File: config.mk
export PLATFORM = sky130hd
export DESIGN_NAME = jtbubl_sndcomm_flat
export DESIGN_NICKNAME = d
export VERILOG_FILES = /design/src/rtl/jtbubl_sndcomm_pkg.sv /design/src/rtl/jtbubl_sndcomm_if.sv /design/src/rtl/jtbubl_sndcomm_fifo.sv /design/src/rtl/jtbubl_sndcomm.sv /design/src/flat_wrapper.sv
export SDC_FILE = /design/constraint.sdc
export NUM_CORES = 1
export LEC_CHECK = 0
export CORE_MARGIN = 2
export CORE_UTILIZATION = 45
export CTS_CLUSTER_SIZE = 10
export DETAILED_ROUTE_END_ITERATION = 6
export PLACE_DENSITY_LB_ADDON = 0.12
export SLEW_MARGIN = 30
export SYNTH_ARGS = -nofsm -noshare
export SYNTH_HDL_FRONTEND = slang
export SYNTH_SLANG_ARGS = --single-unit
File: constraint.sdc
create_clock -name clk -period 4.1 [get_ports clk]
set_clock_uncertainty 0.1 [all_clocks]
set_input_delay 0.615 -clock clk [delete_from_list [all_inputs] [get_ports clk]]
set_output_delay 0.615 -clock clk [all_outputs]
set_load 0.02 [all_outputs]
File: src/rtl/jtbubl_sndcomm_pkg.sv
// Shared constants and types for the main/sound mailbox: register map, status bit
// positions, reset-FSM states and the default sound-reset hold time.
package jtbubl_sndcomm_pkg;

  localparam logic [1:0] SC_DATA = 2'd0;
  localparam logic [1:0] SC_STAT = 2'd1;
  localparam logic [1:0] SC_RST  = 2'd2;

  localparam int ST_PEND  = 0;
  localparam int ST_FULL  = 1;
  localparam int ST_OVR   = 2;
  localparam int ST_IRQEN = 3;

  localparam int SC_RST_HOLD_DEF = 16;

  typedef enum logic {
    HOLD = 1'b0,
    RUN  = 1'b1
  } sc_state_e;

endpackage

File: src/rtl/jtbubl_sndcomm_if.sv
// Main CPU register window plus the sound-side command/reply/reset wires.
interface jtbubl_sndcomm_if;
  logic       cs;
  logic [1:0] addr;
  logic       rd_n;
  logic       wr_n;
  logic [7:0] din;
  logic [7:0] dout;
  logic       irq_n;
  logic [7:0] snd_latch;
  logic       snd_stb;
  logic [7:0] main_latch;
  logic       main_flag;
  logic       snd_rstn;

  modport slave (
    input  cs, addr, rd_n, wr_n, din, main_latch, main_flag,
    output dout, irq_n, snd_latch, snd_stb, snd_rstn
  );

  modport master (
    output cs, addr, rd_n, wr_n, din, main_latch, main_flag,
    input  dout, irq_n, snd_latch, snd_stb, snd_rstn
  );
endinterface

File: src/rtl/jtbubl_sndcomm_fifo.sv
// Reply FIFO (2^AW bytes) with flush and simultaneous push/pop; compiled only when
// JTBUBL_SNDCOMM_FIFO_EN is defined. Output holds the last popped byte while empty.
`ifdef JTBUBL_SNDCOMM_FIFO_EN
module jtbubl_sndcomm_fifo #(
  parameter int AW = 2
) (
  input  logic       clk,
  input  logic       rst,
  input  logic       flush_i,
  input  logic       push_i,
  input  logic       pop_i,
  input  logic [7:0] dat_i,
  output logic [7:0] dat_o,
  output logic       full_o,
  output logic       empty_o
);
  logic [AW:0] wp_q, rp_q;
  logic [7:0]  mem_q [0:(1<<AW)-1];
  logic [7:0]  last_q;
  logic        push_ok, pop_ok;

  assign empty_o = (wp_q == rp_q);
  assign full_o  = (wp_q[AW] != rp_q[AW]) && (wp_q[AW-1:0] == rp_q[AW-1:0]);
  assign push_ok = push_i & (~full_o | pop_i) & ~flush_i;
  assign pop_ok  = pop_i & ~empty_o & ~flush_i;
  assign dat_o   = empty_o ? last_q : mem_q[rp_q[AW-1:0]];

  always_ff @(posedge clk or posedge rst) begin
    if (rst) begin
      wp_q   <= '0;
      rp_q   <= '0;
      last_q <= '0;
    end else if (flush_i) begin
      wp_q <= '0;
      rp_q <= '0;
    end else begin
      if (push_ok) wp_q <= wp_q + 1'b1;
      if (pop_ok) begin
        rp_q   <= rp_q + 1'b1;
        last_q <= mem_q[rp_q[AW-1:0]];
      end
    end
  end

  always_ff @(posedge clk) begin
    if (push_ok) mem_q[wp_q[AW-1:0]] <= dat_i;
  end
endmodule
`endif

File: src/rtl/jtbubl_sndcomm.sv
// Main-CPU side of the main/sound mailbox: command latch, reply buffer, sound CPU reset.
// JTBUBL_SNDCOMM_FIFO_EN selects a 2^FIFO_AW reply FIFO; default is a single reply register.
module jtbubl_sndcomm
  import jtbubl_sndcomm_pkg::*;
#(
  parameter int RST_HOLD = SC_RST_HOLD_DEF,
  parameter int FIFO_AW  = 2
) (
  input logic clk,
  input logic rst,
  jtbubl_sndcomm_if.slave sc_if
);
  localparam int CW = $clog2(RST_HOLD + 1);
  localparam logic [CW-1:0] CNT_LOAD = CW'(RST_HOLD - 1);

  logic       wr_act, rd_act, wr_q, rd_q, flag_q;
  logic       wr_start, rd_start, rd_end;
  logic [1:0] rd_addr_q;
  logic       push, pop, flush, pending, full;
  logic [7:0] head, stat, dout_q, latch_q;
  logic       stb_q, ovr_q, irq_en_q, req_q, snd_rstn;
  logic [CW-1:0] cnt_q, cnt_d;
  sc_state_e  state_q, state_d;

  // Strobes may be held for many cycles; only the first cycle of an access acts.
  assign wr_act   = sc_if.cs & ~sc_if.wr_n;
  assign rd_act   = sc_if.cs & ~sc_if.rd_n;
  assign wr_start = wr_act & ~wr_q;
  assign rd_start = rd_act & ~rd_q;
  assign rd_end   = rd_q & ~rd_act;

  assign push  = sc_if.main_flag & ~flag_q;
  assign pop   = rd_end & (rd_addr_q == SC_DATA) & pending;
  assign flush = wr_start & (sc_if.addr == SC_RST) & sc_if.din[0];

`ifdef JTBUBL_SNDCOMM_FIFO_EN
  logic empty;
  jtbubl_sndcomm_fifo #(.AW(FIFO_AW)) u_fifo (
    .clk(clk), .rst(rst), .flush_i(flush), .push_i(push), .pop_i(pop),
    .dat_i(sc_if.main_latch), .dat_o(head), .full_o(full), .empty_o(empty)
  );
  assign pending = ~empty;
`else
  logic       pend_q;
  logic [7:0] rdat_q;
  logic       unused_fifo_aw;
  // A push always lands, overwriting any unread byte.
  always_ff @(posedge clk or posedge rst) begin
    if (rst) begin
      pend_q <= 1'b0;
      rdat_q <= '0;
    end else if (flush) begin
      pend_q <= 1'b0;
    end else if (push) begin
      pend_q <= 1'b1;
      rdat_q <= sc_if.main_latch;
    end else if (pop) begin
      pend_q <= 1'b0;
    end
  end
  assign pending        = pend_q;
  assign full           = pend_q;
  assign head           = rdat_q;
  assign unused_fifo_aw = (FIFO_AW > 0);
`endif

  always_comb begin
    stat           = '0;
    stat[ST_PEND]  = pending;
    stat[ST_FULL]  = full;
    stat[ST_OVR]   = ovr_q;
    stat[ST_IRQEN] = irq_en_q;
  end

  always_ff @(posedge clk or posedge rst) begin
    if (rst) begin
      wr_q      <= 1'b0;
      rd_q      <= 1'b0;
      flag_q    <= 1'b0;
      rd_addr_q <= '0;
      dout_q    <= 8'hff;
      latch_q   <= '0;
      stb_q     <= 1'b0;
      ovr_q     <= 1'b0;
      irq_en_q  <= 1'b0;
      req_q     <= 1'b0;
    end else begin
      wr_q   <= wr_act;
      rd_q   <= rd_act;
      flag_q <= sc_if.main_flag;
      stb_q  <= wr_start & (sc_if.addr == SC_DATA);
      if (wr_start & (sc_if.addr == SC_DATA)) latch_q  <= sc_if.din;
      if (wr_start & (sc_if.addr == SC_STAT)) irq_en_q <= sc_if.din[1];
      if (wr_start & (sc_if.addr == SC_RST))  req_q    <= sc_if.din[0];
      if (flush)                              ovr_q <= 1'b0;
      else if (push & full & ~pop)            ovr_q <= 1'b1;
      else if (wr_start & (sc_if.addr == SC_STAT) & sc_if.din[0]) ovr_q <= 1'b0;
      if (rd_start) begin
        rd_addr_q <= sc_if.addr;
        case (sc_if.addr)
          SC_DATA: dout_q <= head;
          SC_STAT: dout_q <= stat;
          SC_RST:  dout_q <= {7'b0, ~snd_rstn};
          default: dout_q <= 8'hff;
        endcase
      end
    end
  end

  always_ff @(posedge clk or posedge rst) begin
    if (rst) begin
      state_q <= HOLD;
      cnt_q   <= CNT_LOAD;
    end else begin
      state_q <= state_d;
      cnt_q   <= cnt_d;
    end
  end

  // Every reset request restarts the hold time, even if already holding.
  always_comb begin
    state_d = state_q;
    cnt_d   = cnt_q;
    case (state_q)
      HOLD: begin
        if (flush)                     cnt_d   = CNT_LOAD;
        else if (cnt_q != '0)          cnt_d   = cnt_q - 1'b1;
        else if (!req_q)               state_d = RUN;
      end
      RUN: begin
        if (flush) begin
          state_d = HOLD;
          cnt_d   = CNT_LOAD;
        end
      end
      default: state_d = HOLD;
    endcase
  end

  always_comb begin
    snd_rstn = 1'b0;
    if (state_q == RUN) snd_rstn = 1'b1;
  end

  assign sc_if.dout      = dout_q;
  assign sc_if.irq_n     = ~(pending & irq_en_q);
  assign sc_if.snd_latch = latch_q;
  assign sc_if.snd_stb   = stb_q;
  assign sc_if.snd_rstn  = snd_rstn;
endmodule

File: src/flat_wrapper.sv
// flat-port wrapper written by rule: the top's interface ports become plain ports
module jtbubl_sndcomm_flat import jtbubl_sndcomm_pkg::*;
#(
  parameter int RST_HOLD = SC_RST_HOLD_DEF,
  parameter int FIFO_AW  = 2
)
  (clk, rst, sc_if_cs, sc_if_addr, sc_if_rd_n, sc_if_wr_n, sc_if_din, sc_if_main_latch, sc_if_main_flag, sc_if_dout, sc_if_irq_n, sc_if_snd_latch, sc_if_snd_stb, sc_if_snd_rstn);
  jtbubl_sndcomm_if sc_if_i ();
  input logic clk;
  input logic rst;
  input wire logic [$bits(sc_if_i.cs)-1:0] sc_if_cs;
  input wire logic [$bits(sc_if_i.addr)-1:0] sc_if_addr;
  input wire logic [$bits(sc_if_i.rd_n)-1:0] sc_if_rd_n;
  input wire logic [$bits(sc_if_i.wr_n)-1:0] sc_if_wr_n;
  input wire logic [$bits(sc_if_i.din)-1:0] sc_if_din;
  input wire logic [$bits(sc_if_i.main_latch)-1:0] sc_if_main_latch;
  input wire logic [$bits(sc_if_i.main_flag)-1:0] sc_if_main_flag;
  output wire logic [$bits(sc_if_i.dout)-1:0] sc_if_dout;
  output wire logic [$bits(sc_if_i.irq_n)-1:0] sc_if_irq_n;
  output wire logic [$bits(sc_if_i.snd_latch)-1:0] sc_if_snd_latch;
  output wire logic [$bits(sc_if_i.snd_stb)-1:0] sc_if_snd_stb;
  output wire logic [$bits(sc_if_i.snd_rstn)-1:0] sc_if_snd_rstn;
  assign sc_if_i.cs = sc_if_cs;
  assign sc_if_i.addr = sc_if_addr;
  assign sc_if_i.rd_n = sc_if_rd_n;
  assign sc_if_i.wr_n = sc_if_wr_n;
  assign sc_if_i.din = sc_if_din;
  assign sc_if_i.main_latch = sc_if_main_latch;
  assign sc_if_i.main_flag = sc_if_main_flag;
  assign sc_if_dout = sc_if_i.dout;
  assign sc_if_irq_n = sc_if_i.irq_n;
  assign sc_if_snd_latch = sc_if_i.snd_latch;
  assign sc_if_snd_stb = sc_if_i.snd_stb;
  assign sc_if_snd_rstn = sc_if_i.snd_rstn;
  jtbubl_sndcomm #(.RST_HOLD(RST_HOLD), .FIFO_AW(FIFO_AW)) u_core (.clk(clk), .rst(rst), .sc_if(sc_if_i));
endmodule
# Yosys cells after proc, flatten, opt, wreduce, memory -nomap -nowiden
# Index checks and enable logic that the tools add are counted.
[classes]
n_addsub = 1
eq_ne = 4
bitwise = 27
reduce_logical = 7
muxes = 17
[ops]
columns = ["cell", "count"]
rows = [
  ["8-bit one-hot mux with 3 select lines", 1],
  ["1-bit bitwise AND", 16],
  ["5-bit 2-to-1 mux", 3],
  ["1-bit 2-to-1 mux", 11],
  ["1-bit inverter", 11],
  ["5-bit one-hot mux with 2 select lines", 1],
  ["3-bit nonzero test", 2],
  ["5-bit nonzero test", 1],
  ["5-bit by 1-bit subtractor with 5-bit output, second input constant", 1],
  ["2-bit logical NOT", 2],
  ["2-bit AND reduction", 2],
  ["3-bit by 1-bit inequality test with 1-bit output, second input constant", 1],
  ["2-bit by 1-bit == test with 1-bit output, second input constant", 1],
  ["2-bit == test, second input constant", 1],
  ["2-bit by 1-bit inequality test with 1-bit output, second input constant", 1],
  ["1-bit one-hot mux with 2 select lines", 1],
]
[totals]
input_bits = 24
output_inout_bits = 19
word_cells = 70
ff_bits = 40

# Logic depth before layout (Yosys ltp)
[logic_depth]
ltp_word = 10
ltp_mapped = 6
ltp_nobuf = 5

# Worst setup path before layout
# Ideal clock, no wire load.
[synth_timing]
path_type = "input -> register"
startpoint = "input port sc_if_addr[0]"
endpoint = "register u_core.rdat_q[0] (netlist: u_core.head[0])"
setup_ns = 0.125
setup_slack_ns = 2.376
arrival_ns = 1.500
path_stages = 4
n_path_buf = 0
t_required_ns = 3.875
path_cell_list = "inv_1 ha_1 a21oi_4 mux2_2"
[synth_between]
elab_chain_len = 5
[synth_lines]
columns = ["element", "line_no", "source"]
rows = [
  ["start, declared", "flat_wrapper.sv:12", "input wire logic [$bits(sc_if_i.addr)-1:0] sc_if_addr;"],
  ["2-bit == test", "jtbubl_sndcomm.sv:34", "assign flush = wr_start & (sc_if.addr == SC_RST) & sc_if.din[0];"],
  ["1-bit bitwise AND (2 in series)", "jtbubl_sndcomm.sv:34", ""],
  ["1-bit inverter (no line)", "n/a", ""],
  ["2-bit AND reduction (no line)", "n/a", ""],
  ["end signal, assigned", "jtbubl_sndcomm.sv:56", "rdat_q <= sc_if.main_latch;"],
  ["end, declared", "jtbubl_sndcomm.sv:45", "logic [7:0] rdat_q;"],
]
# No other way between the ends.
# A chain may end at the register's enable or synchronous reset.

# Worst setup path after layout
[layout_timing]
startpoint = "input port sc_if_addr[0]"
endpoint = "register u_core.latch_q[2] (netlist: u_core.sc_if.snd_latch[2])"
[layout_between]
elab_chain_len = 2
[layout_lines]
columns = ["element", "line_no", "source"]
rows = [
  ["2-bit logical NOT", "jtbubl_sndcomm.sv:92", "if (wr_start & (sc_if.addr == SC_DATA)) latch_q <= sc_if.din;"],
  ["1-bit bitwise AND", "jtbubl_sndcomm.sv:92", ""],
  ["end signal, assigned", "jtbubl_sndcomm.sv:92", ""],
  ["end, declared", "jtbubl_sndcomm.sv:20", "logic [7:0] head, stat, dout_q, latch_q;"],
]
# No other way between the ends.

==> results.sh <==
export IMPL_max_cap_violations=0
export IMPL_slew_headroom_pct=57.0
export IMPL_clock_sinks=40
export IMPL_fin_cells=236
export IMPL_synth_cells=142
export IMPL_switching_power_uw=352
export IMPL_vdd_drop_max_mv=0.286
export IMPL_drive_gt1_share_pct=21.3
export IMPL_yosys_area_top_type="dfrtp_1"
export IMPL_htreeDepth=2
export IMPL_multiInputGateArea_um2=686
export IMPL_status="complete, no violations"
export IMPL_clk_latency_ps=290
export IMPL_wl_met1_um=1680
export IMPL_critPathLaunchType="input pin"
export IMPL_pwr_share_comb_pct=29.2
export IMPL_cts_buffers_inserted=5
export IMPL_grt_pass1_vias=1277
export IMPL_worstSetupPathType="input pin to flop"
export IMPL_min_period_ps=2320
export IMPL_firstDrtPassIters=4
export IMPL_whs_path_depth=1
export IMPL_arrival_ps=2400
export IMPL_p_per_area_nw_per_um2=511
export IMPL_num_nets_final=216
export IMPL_netSwitchingFraction_pct=29.9
export IMPL_cts_tree="built"
export IMPL_drcViolationCount=0
export IMPL_syn_to_final_growth_pct=31.6
export IMPL_r2r_end="u_core.state_q"
export IMPL_tightestPinTransition_ps=635
export IMPL_grt_use_total_pct=18.9
export IMPL_ctsHoldBuffers=0
export IMPL_yosysMostFrequentCell="dfrtp_1"
export IMPL_pwr_share_seq_pct=48.2
export IMPL_drv_slew=0
export IMPL_post_cts_buffers=0
export IMPL_ys_async_sr_fraction_pct=100
export IMPL_grt_pass1_wl_um=6070
export IMPL_vias=1238
export IMPL_dpl_cell_count=228
export IMPL_num_io_pins=43
export IMPL_end_kind="flop"
export IMPL_grt_overflow_total=0
export IMPL_dpl_cell_area_um2=2210
export IMPL_p_leak_nw=0.980
export IMPL_die_x_um=66.3
export IMPL_route_met3_wl_um=217
export IMPL_syn_avg_cell_area_um2=12.3
export IMPL_grt_max_degree=41
export IMPL_synthTopCellsByArea="dfrtp_1, dfstp_2, mux2_2"
export IMPL_fin_area_um2=2300
export IMPL_ff2ff_path_depth=5
export IMPL_synth_edff_count=0
export IMPL_numPortBuffers=42
export IMPL_ctsResizeCount=0
export IMPL_r2r_slack_ps=2490
export IMPL_p_clk_share_pct=22.6
export IMPL_ff_latch_area_um2=1020
export IMPL_fp_dieH_um=66.3
export IMPL_finalWirelength_um=3520
export IMPL_hold_path_startpoint="u_core.req_q"
export IMPL_p_total_mw=1.18
export IMPL_synth_nets=171
export IMPL_grt_antenna_before_repair=0
export IMPL_setup_viol=0
export IMPL_dp_hpwl_um=2550
export IMPL_r2r_start="u_core.cnt_q[0]"
export IMPL_synth_distinct_cells=34
export IMPL_start_util_pct=47.4
export IMPL_first_iter_violations=79
export IMPL_ys_flop_type="dfrtp_1"
export IMPL_clk_path_buf_depth=2
export IMPL_synth_cell_area_um2=1750
export IMPL_crit_required_ps=4180
export IMPL_drtAntennaViolNets=0
export IMPL_rsz0062_at_grt="no"
export IMPL_yosys_top_cells_count="dfrtp_1, mux2_2, nand2_1"
export IMPL_place_congestion=0.764
export IMPL_crit_fanout=11
export IMPL_highest_layer="met4"
export IMPL_clk_pin_slew_ps=70
export IMPL_via_per_inst=5.25
export IMPL_fillCellCount=309
export IMPL_rows=22
export IMPL_setup_tns_ps=0
export IMPL_diodes=0
export IMPL_max_freq_mhz=431
export IMPL_hold_viol_final=0
export IMPL_synth_seq_cells=40
export IMPL_yosys_warnings=0
export IMPL_die_area_um2=4400
export IMPL_fin_crit_sh_pct=56.6
export IMPL_hold_end="u_core.state_q"
export IMPL_yosys_area_top_type_share_pct=40.1
export IMPL_coreArea_um2=3690
export IMPL_cts_root_buffer="clkbuf_8"
export IMPL_ys_seq_area_share_pct=58.1
export IMPL_wl_per_cell_um=14.9
export IMPL_wl_met2_um=1560
export IMPL_hp_class="flop to flop"
export IMPL_p_int_uw=825
-- layout by cell type, fill, tap and decap left out, types with 2 or more instances in the layout --
| cell | netlist | layout |
|---|---|---|
| inv_1 | 6 | 6 |
| a21o_1 | 2 | 2 |
| dfstp_2 | 12 | 12 |
| a221oi_1 | 3 | 3 |
| nor2_1 | 3 | 3 |
| and3b_1 | 2 | 2 |
| nor3_1 | 2 | 2 |
| o21ai_0 | 11 | 11 |
| nand2b_1 | 2 | 2 |
| clkbuf_1 | 2 | 2 |
| nand2_1 | 14 | 14 |
| o31ai_1 | 3 | 3 |
| clkdlybuf4s50_1 | 0 | 42 |
| nor2b_1 | 7 | 7 |
| a21oi_1 | 4 | 4 |
| clkbuf_8 | 0 | 6 |
| dfrtp_1 | 28 | 28 |
| mux2_2 | 17 | 17 |
| ha_1 | 5 | 5 |
| a211o_1 | 2 | 2 |
-- sequential cells by signal, summed over array words and instances, names as in the netlist --
| signal | cells |
|---|---|
| u_core.sc_if.snd_stb | 1 |
| u_core.flag_q | 1 |
| u_core.cnt_q | 5 |
| u_core.sc_if.snd_latch | 8 |
| u_core.req_q | 1 |
| u_core.wr_q | 1 |
| u_core.head | 8 |
| u_core.ovr_q | 1 |
| u_core.irq_en_q | 1 |
| u_core.rd_addr_q | 2 |
| u_core.state_q | 1 |
| u_core.sc_if.dout | 8 |
| u_core.full | 1 |
| u_core.rd_q | 1 |
-- kinds of logic after synthesis --
kind of cell / Yosys count / synth area share (%)
DFF: 40 / 58.1
and+or+nand+nor: 39 / 12.7
adders and majority gates: 5 / 3.58
AOI/OAI and AO/OA: 30 / 11.9
buffers and inverters: 11 / 2.72
muxes: 17 / 10.9
-- worst max-delay path, cell delays in order --
cell and delay (ps):
clkdlybuf4s50_1 450, inv_1 110, ha_1 370, and3b_1 460, mux2_2 390
-- worst max path at each step --
stage,startpoint,to,depth (start not counted)
after CTS,sc_if_addr[0],u_core.sc_if.snd_latch[2],5
after floorplan,sc_if_addr[0],u_core.head[0],4
final,sc_if_addr[0],u_core.sc_if.snd_latch[2],5
after global placement,sc_if_addr[0],u_core.sc_if.snd_latch[4],5
after detailed placement,sc_if_addr[0],u_core.sc_if.snd_latch[2],5
after global routing,sc_if_addr[0],u_core.sc_if.snd_latch[7],5
-- power by group through the flow --
stage / combinational (mW) / clock, mW / sequential (mW)
after floorplan: 0.159 / 0 / 0.608
after CTS: 0.349 / 0.273 / 0.569
after detailed placement: 0.348 / 0 / 0.574
after global placement: 0.336 / 0 / 0.567
after global routing: 0.380 / 0.288 / 0.579
final: 0.344 / 0.266 / 0.568
-- per-stage QoR --
stage,hold WS [ps],utilization (%),setup slack [ps]
6_report,352,62.4,1780
5_1_grt,380,62.4,1620
4_1_cts,355,62.4,1770
3_5_place_dp,348,60.0,1460
3_3_place_gp,336,60.0,1530
2_1_floorplan,328,-,2380
-- layout make-up --
type / count / area share, %
clock buffer: 8 / 3.91
inverter: 6 / 0.978
multi-input combinational: 91 / 29.8
sequential: 40 / 44.1
tap: 48 / 2.61
timing repair buffer: 43 / 18.6
-- per-layer routing --
layer,track usage [%],up-vias
met3,5.11,7
met5,0,-
li1,-,590
met2,27.6,32
met4,9.18,0
met1,25.8,609
(Power assumes the default switching activity.)
